**config.mk**
```make
export PLATFORM = sky130hd
export DESIGN_NAME = memctrl
export DESIGN_NICKNAME = d
export VERILOG_FILES = /design/src/rtl/memctrl.sv
export SDC_FILE = /design/constraint.sdc
export NUM_CORES = 1
export LEC_CHECK = 0
export CORE_MARGIN = 4
export CORE_UTILIZATION = 30
export DETAILED_ROUTE_END_ITERATION = 16
export MAX_ROUTING_LAYER = met4
export SLEW_MARGIN = 5
export SYNTH_ARGS = -nofsm -noshare
export SYNTH_HDL_FRONTEND = slang
export SYNTH_SLANG_ARGS = --single-unit
```
**constraint.sdc**
```tcl
create_clock -name clk -period 9.5 [get_ports clk]
set_clock_uncertainty 0.05 [all_clocks]
set_input_delay 0.95 -clock clk [delete_from_list [all_inputs] [get_ports clk]]
set_output_delay 0.95 -clock clk [all_outputs]
set_load 0.03 [all_outputs]
```
**src/rtl/memctrl.sv**
```systemverilog
// Byte-wide RAM controller: pipelined fetch reads plus 1-4 byte MEM loads/stores,
// with a two-stage tag pipeline steering each returning RAM byte to its client.
module memctrl (
    input  logic        clk,
    input  logic        rst,
    input  logic        if_flag_i,
    input  logic [31:0] if_addr_i,
    input  logic        if_flush_i,
    output logic        if_r_o,
    output logic [7:0]  if_data_o,
    input  logic [1:0]  mem_rw_i,
    input  logic [31:0] mem_addr_i,
    input  logic [2:0]  mem_len_i,
    input  logic [31:0] mem_data_i,
    output logic        mem_done_o,
    output logic [31:0] mem_data_o,
    output logic [31:0] ram_addr_o,
    output logic        ram_wr_o,
    output logic [7:0]  ram_data_o,
    input  logic [7:0]  ram_data_i
);

    typedef enum logic [2:0] {
        IDLE,
        MRD,
        MWR,
        MWAIT,
        MDONE
    } state_t;

    typedef enum logic [1:0] {
        TAG_NONE,
        TAG_IF,
        TAG_MEM
    } tag_kind_t;

    state_t      state_reg;
    logic [31:0] addr_reg;
    logic [2:0]  len_reg;
    logic [2:0]  k_reg;
    logic [31:0] store_data_reg;
    tag_kind_t   t1_kind_reg;
    logic [1:0]  t1_idx_reg;
    tag_kind_t   t2_kind_reg;
    logic [1:0]  t2_idx_reg;

    logic [2:0]  len_eff;
    logic        load_accept;
    logic        store_accept;
    logic        capture_if;
    logic        capture_mem;
    logic        last_mem;
    logic [31:0] mem_data_next;
    logic [31:0] next_addr;

    // Lengths outside 1..4 behave as a full word.
    assign len_eff      = (mem_len_i == 3'd0 || mem_len_i > 3'd4) ? 3'd4 : mem_len_i;
    assign load_accept  = (state_reg == IDLE) && (mem_rw_i == 2'b01);
    assign store_accept = (state_reg == IDLE) && (mem_rw_i == 2'b10);
    assign capture_if   = (t2_kind_reg == TAG_IF) && !if_flush_i;
    assign capture_mem  = (t2_kind_reg == TAG_MEM);
    assign last_mem     = capture_mem && ({1'b0, t2_idx_reg} == len_reg - 3'd1);
    assign next_addr    = addr_reg + {29'd0, k_reg};

    // A returning MEM byte lands in its lane; a new load starts from zero.
    genvar gi;
    generate
        for (gi = 0; gi < 4; gi++) begin : g_lane
            assign mem_data_next[8*gi +: 8] =
                (capture_mem && t2_idx_reg == 2'(gi)) ? ram_data_i :
                (load_accept ? 8'h00 : mem_data_o[8*gi +: 8]);
        end
    endgenerate

    always_ff @(posedge clk or posedge rst) begin
        if (rst) begin
            state_reg      <= IDLE;
            addr_reg       <= 32'd0;
            len_reg        <= 3'd0;
            k_reg          <= 3'd0;
            store_data_reg <= 32'd0;
            t1_kind_reg    <= TAG_NONE;
            t1_idx_reg     <= 2'd0;
            t2_kind_reg    <= TAG_NONE;
            t2_idx_reg     <= 2'd0;
            if_r_o         <= 1'b0;
            if_data_o      <= 8'd0;
            mem_done_o     <= 1'b0;
            mem_data_o     <= 32'd0;
            ram_addr_o     <= 32'd0;
            ram_wr_o       <= 1'b0;
            ram_data_o     <= 8'd0;
        end else begin
            if_r_o     <= capture_if;
            if (capture_if) begin
                if_data_o <= ram_data_i;
            end
            mem_data_o <= mem_data_next;

            // A flush kills fetch tags in both stages; MEM tags are untouched.
            t2_kind_reg <= (if_flush_i && t1_kind_reg == TAG_IF) ? TAG_NONE : t1_kind_reg;
            t2_idx_reg  <= t1_idx_reg;
            t1_kind_reg <= TAG_NONE;
            t1_idx_reg  <= 2'd0;

            case (state_reg)
                IDLE: begin
                    if (load_accept) begin
                        addr_reg    <= mem_addr_i;
                        len_reg     <= len_eff;
                        k_reg       <= 3'd1;
                        ram_addr_o  <= mem_addr_i;
                        ram_wr_o    <= 1'b0;
                        t1_kind_reg <= TAG_MEM;
                        t1_idx_reg  <= 2'd0;
                        state_reg   <= (len_eff == 3'd1) ? MWAIT : MRD;
                    end else if (store_accept) begin
                        addr_reg       <= mem_addr_i;
                        len_reg        <= len_eff;
                        store_data_reg <= mem_data_i;
                        k_reg          <= 3'd1;
                        ram_addr_o     <= mem_addr_i;
                        ram_wr_o       <= 1'b1;
                        ram_data_o     <= mem_data_i[7:0];
                        state_reg      <= MWR;
                    end else if (if_flag_i) begin
                        ram_addr_o  <= if_addr_i;
                        ram_wr_o    <= 1'b0;
                        t1_kind_reg <= if_flush_i ? TAG_NONE : TAG_IF;
                    end else begin
                        ram_wr_o <= 1'b0;
                    end
                end

                MRD: begin
                    ram_addr_o  <= next_addr;
                    ram_wr_o    <= 1'b0;
                    t1_kind_reg <= TAG_MEM;
                    t1_idx_reg  <= k_reg[1:0];
                    k_reg       <= k_reg + 3'd1;
                    if (k_reg == len_reg - 3'd1) begin
                        state_reg <= MWAIT;
                    end
                end

                // A single-byte store arrives here with k already equal to len.
                MWR: begin
                    if (k_reg < len_reg) begin
                        ram_addr_o <= next_addr;
                        ram_wr_o   <= 1'b1;
                        ram_data_o <= store_data_reg[{k_reg[1:0], 3'b000} +: 8];
                        k_reg      <= k_reg + 3'd1;
                    end else begin
                        ram_wr_o   <= 1'b0;
                        mem_done_o <= 1'b1;
                        state_reg  <= MDONE;
                    end
                end

                MWAIT: begin
                    ram_wr_o <= 1'b0;
                    if (last_mem) begin
                        mem_done_o <= 1'b1;
                        state_reg  <= MDONE;
                    end
                end

                MDONE: begin
                    ram_wr_o   <= 1'b0;
                    mem_done_o <= 1'b0;
                    state_reg  <= IDLE;
                end

                default: begin
                    state_reg <= IDLE;
                end
            endcase
        end
    end

endmodule

```
# After elaboration in Yosys (flattened, before gate mapping)
# Index checks and enable logic that the tools add are counted.
word_totals:
  reg_bits: 164
  in_bits: 113
op_classes:
  addsub: 3
  order_cmp: 2
  n_eq_ne: 23
  shifts: 1
  mux: 44
  bitwise_logic: 1
  n_reduce_logical: 31
op_table:
  columns: ["cell", "n"]
  rows:
  - ["32-bit two-way mux", 6]
  - ["32-bit case mux with 3 select lines", 1]
  - ["8-bit two-way mux", 8]
  - ["3-bit two-way mux", 11]
  - ["32-bit by 3-bit adder with 32-bit output", 1]
  - ["32-bit by 6-bit variable part select with 8-bit output", 1]
  - ["8-bit case mux with 2 select lines", 1]
  - ["2-bit inequality test (second input constant)", 6]
  - ["3-bit case mux with 4 select lines", 1]
  - ["3-bit AND reduction", 4]
  - ["2-bit nonzero test", 6]
  - ["1-bit logical AND", 9]
  - ["3-bit case mux with 3 select lines", 1]
  - ["3-bit nonzero test", 3]
  - ["2-bit by 1-bit == test with 1-bit output (second input constant)", 4]
  - ["2-bit == test (second input constant)", 4]
  - ["1-bit two-way mux", 8]
  - ["2-bit two-way mux", 4]
  - ["4-bit AND reduction", 2]
  - ["3-bit by 1-bit == test with 1-bit output (second input constant)", 2]
  - ["3-bit by 2-bit == test with 1-bit output (second input constant)", 2]
  - ["3-bit logical NOT", 2]
  - ["1-bit case mux with 3 select lines", 2]
  - ["4-bit inequality test (second input constant)", 1]
  - ["15 further kinds", 15]

# Logic depth before layout (Yosys ltp)
# Gate-level depths: netlist (run 1).
depth:
  ltp_word: 7
  depth_mapped: 11

# Worst setup path before layout (run 1)
# Ideal clock, no wire load.
synth_path:
  path_kind: "input -> register"
  from: "input mem_rw_i[1]"
  to: "register ram_addr_o[26]"
  setup_time_ps: 126
  arrival_ps: 2221
  path_slack_ps: 7103
  path_stages: 7
  n_path_buf: 2
  cell_sequence: "xor2_1 nor4_1 a21o_1 buf_6 buf_6 a211oi_1 a221o_1"
synth_between:
  elab_chain_cells: 5
  word_cells_on_any_way: 9
synth_rtl:
  columns: ["item", "line", "rtl"]
  rows:
  - ["start: declaration", "11", "input logic [1:0] mem_rw_i,"]
  - ["2-bit == test", "59", "assign store_accept = (state_reg == IDLE) && (mem_rw_i == 2'b10);"]
  - ["1-bit logical AND", "59", null]
  - ["32-bit two-way mux", "117", "end else if (store_accept) begin"]
  - ["32-bit two-way mux", "108", "if (load_accept) begin"]
  - ["32-bit case mux with 3 select lines", "106", "case (state_reg)"]
  - ["end signal: assignment", "112", "ram_addr_o <= mem_addr_i;"]
  - ["end signal: assignment", "122", "ram_addr_o <= mem_addr_i;"]
  - ["end signal: assignment", "127", "ram_addr_o <= if_addr_i;"]
  - ["end: declaration", "17", "output logic [31:0] ram_addr_o,"]
# Several ways; a longest one is shown, not always the timed one.
# A chain may end at the register's enable or synchronous reset.

# Worst setup path in the final report (run 1)
layout_path:
  from: "register k_reg[1]"
  to: "register ram_addr_o[21]"
layout_between:
  elab_chain_cells: 3
  word_cells_on_any_way: 6
layout_rtl:
  columns: ["item", "line", "rtl"]
  rows:
  - ["start: declaration", "40", "logic [2:0] k_reg;"]
  - ["start signal: assignment", "140", "k_reg <= k_reg + 3'd1;"]
  - ["start signal: assignment", "152", "k_reg <= k_reg + 3'd1;"]
  - ["32-bit by 3-bit adder with 32-bit output or 3-bit less-than comparator (tied branches)", "63, 148", null]
  - ["32-bit two-way mux or 2-bit inequality test (tied branches)", null, null]
  - ["32-bit case mux with 3 select lines or 3-bit AND reduction (tied branches)", null, null]
  - ["end signal: assignment", "112", null]
  - ["end signal: assignment", "122", null]
  - ["end signal: assignment", "149", "ram_addr_o <= next_addr;"]
# Several ways; a longest one is shown, not always the timed one. The select of a mux whose other input is x is not followed.

==> impl_metrics.tcl, run 1 <==
set metrics [dict create \
    run_status "completed" \
    power.density_nw_per_um2 365.8 \
    cp-end-kind "register" \
    ys_top_cells_by_area "dfrtp_1 52%, nand2_1 7.7%, mux2_2 5.7%" \
    rows 58 \
    final_core_util 0.4190 \
    ys.flop_type "dfrtp_1" \
    drv_slew 0 \
    initial_utilization 0.3083 \
    tns_ns 0 \
    vias_per_cell 4.901 \
    synth_top_area_share 0.5225 \
    cts_setup_buffers 0 \
    cts_resized 0 \
    relSlewSlack 0.2847 \
    rrSetupSlack_ns 5.59 \
    cts_buffers 17 \
    antenna_found_initial 0 \
    die_area_um2 28830 \
    fmax_mhz 255.8 \
    yosysWarningCount 0 \
    hold_class "register to register" \
    grt_max_degree 89 \
    max_stage_delay_ns 0.85 \
    tritoncts "built" \
    gp_congestion 0.7935 \
    die_w_um 169.8 \
    power_leakage_uw 0.004660 \
    cts_num_sinks 164 \
    synthDistinctLibCells 59 \
    critical_path_class "register to register" \
    required_ns 9.76 \
    max-vdd-ir-drop_mv 0.1303 \
    ys_async_sr_fraction 1.000 \
    synthToLayoutAreaGrowth_pct 35.88 \
    reg2reg_depth 6 \
    syn_area_per_cell_um2 10.74 \
    diodes 0 \
    synth_cells 731 \
    grt_pass1_vias 6356 \
    worst_path_max_delay_cell "a21oi_2" \
    clock_latency_ns 0.43 \
    netlist.top_cell.by_area "dfrtp_1" \
    drt_iter0_markers 494 \
    syn_area_um2 7854 \
    yosysSeqAreaShare 0.5225 \
    grt_pass1_wl_um 35800 \
    portBuffers 195 \
    layout_common_cells "195 x clkdlybuf4s50_1, 164 x dfrtp_1, 160 x nand2_1" \
    finalHoldViolations 0 \
    cts_hold_buf 0 \
    routedWlPerCell_um 18.08 \
    cp_cell_sequence "ha_1 -> nor2b_1 -> or3_4 -> a21oi_2 -> nand2_1 -> o221a_2" \
    drive_gt1_frac 0.1171 \
    worst_pin_slew_ns 1.073 \
    die_h_um 169.8 \
    drv_cap 0 \
    wl_um 22640 \
    drc 0 \
    final_common_cell "clkdlybuf4s50_1" \
    grtUsageTotal 0.1613 \
    synth-edff-count 0 \
    crit_fanout 22 \
    layout_min_cycle_time_ns 3.909 \
    arrival_ns 4.17 \
    h-tree-depth 4 \
    rsz0062_at_grt "no" \
    dp_hpwl_um 15770 \
    min_path_cells 0 \
    nNetsFinal 1032 \
    root_buffer "clkbuf_16" \
    clk_pin_slew_ns 0.07 \
    period_share 0.4115 \
    grt-ovfl-total 0 \
    ys_seq_elements 164 \
    n_fill_cell 2441 \
    fp.coreArea_um2 25470 \
    io_pins 196 \
    firstDrtPassIters 5 \
    clock_path_buffers 2 \
    startpoint_type "register" \
    syn-num-nets 854 \
    route.vias.total 6136 \
    setup-violations-final 0 \
    ant_nets 0 \
]
## Yosys cell counts, drive strengths merged (9+ instances only)
cell type  count
a21o          15
a21oi         20
a22o          34
and2          18
and3           9
buf           27
clkbuf        16
dfrtp        164
ha             9
inv           11
mux2          40
mux2i          9
nand2        161
nand3         18
nand4         20
nor2          24
o21ai         13
xnor2         19
xor2          15
## routing by layer
metal	wire, um	track usage	vias to the layer above
met1	10580	0.2223	3020
met4	240	0.04655	0
li1	-	-	2958
met2	10670	0.2451	147
met5	0	-	-
met3	1145	0.02865	11
## cell type report
class	count	area [um2]	area share
clock buffers	17	425.4	0.03986
multi-input cells	513	3493	0.3274
flip-flops and latches	164	4104	0.3846
inverters	11	46.29	0.004338
clock inverters	15	185.2	0.01735
repair buffers	202	2004	0.1878
well taps	330	412.9	0.03869
## power breakdown
part / switching [uW] / internal, uW / leakage, uW / total, uW
Clock: 328 / 379 / 0.000299 / 707
Sequential: 261 / 1020 / 0.00205 / 1280
Combinational: 1060 / 854 / 0.00232 / 1920
## cells by family after synthesis
group                      Yosys count  share of synthesized area
DFF                                164                     0.5225
adders and majority gates           10                    0.01689
muxes                               57                    0.09176
and+or+nand+nor                    286                     0.1689
xor gates and xnor gates            34                    0.03792
buffers and inverters               54                    0.03425
AOI/OAI and AO/OA                  126                     0.1278
## path summary, 6_finish.rpt
check,start,end
max,k_reg[1]$_DFFE_PP0P_,ram_addr_o[21]$_DFFE_PP0P_
min,t1_idx_reg[0]$_DFF_PP0_,t2_idx_reg[0]$_DFF_PP0_
max reg2reg,k_reg[1]$_DFFE_PP0P_,ram_addr_o[21]$_DFFE_PP0P_
min reg2reg,t1_idx_reg[0]$_DFF_PP0_,t2_idx_reg[0]$_DFF_PP0_
max in group asynchronous,rst,mem_done_o$_DFFE_PP0P_
min in group asynchronous,rst,ram_addr_o[27]$_DFFE_PP0P_
## critical path, delay by kind of cell (launching register included)
kind                       cells  cell delay [ns]
AOI/OAI and AO/OA              2             1.30
DFF                            1             0.82
and+or+nand+nor                3             1.26
adders and majority gates      1             0.36
## metrics by stage
step | setup WS, ns | power (uW) | area, um2 | hold WS (ns) | cells
6_report | 5.591 | 3904 | 10670 | 0.3069 | 1252
5_1_grt | 5.251 | 4176 | 10670 | 0.3149 | 1252
2_1_floorplan | 4.067 | 2600 | 7854 | 0.2812 | 731
3_5_place_dp | 5.184 | 3224 | 10060 | 0.2902 | 1220
3_3_place_gp | 5.241 | 3187 | 10060 | 0.2823 | 1220
4_1_cts | 5.523 | 3952 | 10670 | 0.3110 | 1252
(Power assumes the default switching activity.)
==> run 2, diff against run 1 <==
clock period = 3.9 ns   (was 9.5 ns; I/O delays follow)
==> impl_metrics.tcl, run 2 (synthesis results as in run 1) <==
set metrics [dict create \
    final_core_util 0.4219 \
    run_status "completed" \
    dpl.cell_count 1231 \
    grt_pass1_wl_um 35470 \
    final_common_cell "clkdlybuf4s50_1" \
    fp.coreArea_um2 25470 \
    p_sw_frac 0.4252 \
    firstDrtPassIters 4 \
    met3_wirelength_um 982 \
    setup_ws_ns 0.9790 \
    p_switching_uw 4051 \
    p_comb_frac 0.503 \
    fmax_mhz 342.3 \
    route.vias.total 6205 \
    layout_common_cells "195 x clkdlybuf4s50_1, 164 x dfrtp_1, 160 x nand2_1" \
    rsz0062_at_grt "no" \
    drv_slew 0 \
    die_h_um 169.8 \
    fin_cells 1263 \
    clock_latency_ns 0.43 \
    die_area_um2 28830 \
    power_leakage_uw 0.004703 \
    clk_pin_slew_ns 0.07 \
    root_buffer "clkbuf_16" \
    cp-end-kind "register" \
    cts_hold_buf 0 \
    grtUsageTotal 0.1606 \
    drc 0 \
    cts_buffers 17 \
    antenna_found_initial 0 \
    top_layer_used "met4" \
    finalHoldViolations 0 \
    nNetsFinal 1043 \
    vias_per_cell 4.913 \
    die_w_um 169.8 \
    gp_congestion 0.7812 \
    drive_gt1_frac 0.1265 \
    clock_path_buffers 2 \
    internal-power_uw 5476 \
    required_ns 4.16 \
    dp_hpwl_um 16200 \
    cts_resized 0 \
    drt_iter0_markers 484 \
    grt_max_degree 61 \
    max-vdd-ir-drop_mv 0.3726 \
    tritoncts "built" \
    hold_class "register to register" \
    pre_cts_slack_ns 0.8446 \
    arrival_ns 3.18 \
    period_share 0.7490 \
    met2_length_um 10400 \
    synthToLayoutAreaGrowth_pct 36.83 \
    ant_nets 0 \
    setup-violations-final 0 \
    wl_um 22510 \
    layout_min_cycle_time_ns 2.921 \
    initial_utilization 0.3083 \
    crit_fanout 22 \
    cts_num_sinks 164 \
    critical_path_class "register to register" \
    rows 58 \
    seq_power_share 0.323 \
    drv_cap 0 \
    cts_setup_buffers 0 \
    portBuffers 195 \
    startpoint_type "register" \
    grt-ovfl-total 0 \
    diodes 0 \
    io_pins 196 \
    tns_ns 0 \
    relSlewSlack 0.3315 \
    h-tree-depth 4 \
    power.total_uw 9527 \
    worst_pin_slew_ns 1.000 \
    clkPwrFrac 0.174 \
    grt_pass1_vias 6252 \
    routedWlPerCell_um 17.82 \
    m1WireLength_um 10860 \
    power.density_nw_per_um2 886.5 \
]
==> run 2: power by group through the flow <==
stage,clock (uW),sequential (uW),combinational (uW)
floorplan,0,3600,2730
finish,1660,3070,4790
CTS,1720,3080,4870
detailed placement,0,3100,4850
global route,1780,3190,5250
global placement,0,3080,4790
==> run 2: path summary, 6_finish.rpt <==
path | from | to | slack [ns] | cells after the start
setup / recovery | len_reg[2]$_DFFE_PP0P_ | ram_addr_o[11]$_DFFE_PP0P_ | 0.98 | 8
hold / removal | t1_idx_reg[0]$_DFF_PP0_ | t2_idx_reg[0]$_DFF_PP0_ | 0.30 | 0
setup reg to reg | len_reg[2]$_DFFE_PP0P_ | ram_addr_o[11]$_DFFE_PP0P_ | 0.98 | 8
hold reg to reg | t1_idx_reg[0]$_DFF_PP0_ | t2_idx_reg[0]$_DFF_PP0_ | 0.30 | 0
max in group asynchronous | rst | ram_data_o[1]$_DFFE_PP0P_ | 2.53 | 3
min in group asynchronous | rst | mem_data_o[9]$_DFFE_PP0P_ | 0.43 | 2
==> run 2: through the flow <==
step                      area (um2)  hold WS [ns]
after global placement         10160        0.2844
after floorplan                 7858        0.2812
after global routing           10750        0.3107
after CTS                      10750        0.3010
final                          10750        0.3002
after detailed placement       10160        0.2847
==> run 2: layout make-up <==
cell class / instances / area (um2)
sequential: 164 / 4104
tap: 330 / 412.9
timing repair buffer: 213 / 2112
inverter: 11 / 45.04
clock buffer: 17 / 425.4
multi-input combinational: 513 / 3488
fill: 2418 / 14730
clock inverter: 15 / 158.9
==> run 2: layer usage <==
metal | vias up | global-route usage
li1 | 2986 | -
met1 | 3067 | 0.2258
met2 | 136 | 0.2424
met3 | 16 | 0.02819
met4 | 0 | 0.03955
met5 | - | -
==> run 2: critical path, cell delays in order, from the launching register on <==
cell and delay, ns:
dfrtp_1 0.41, inv_1 0.07, ha_1 0.23, or3_1 0.31, or3_4 0.37, a21oi_2 0.14
buf_4 0.29, nand2_1 0.50, o221a_2 0.44
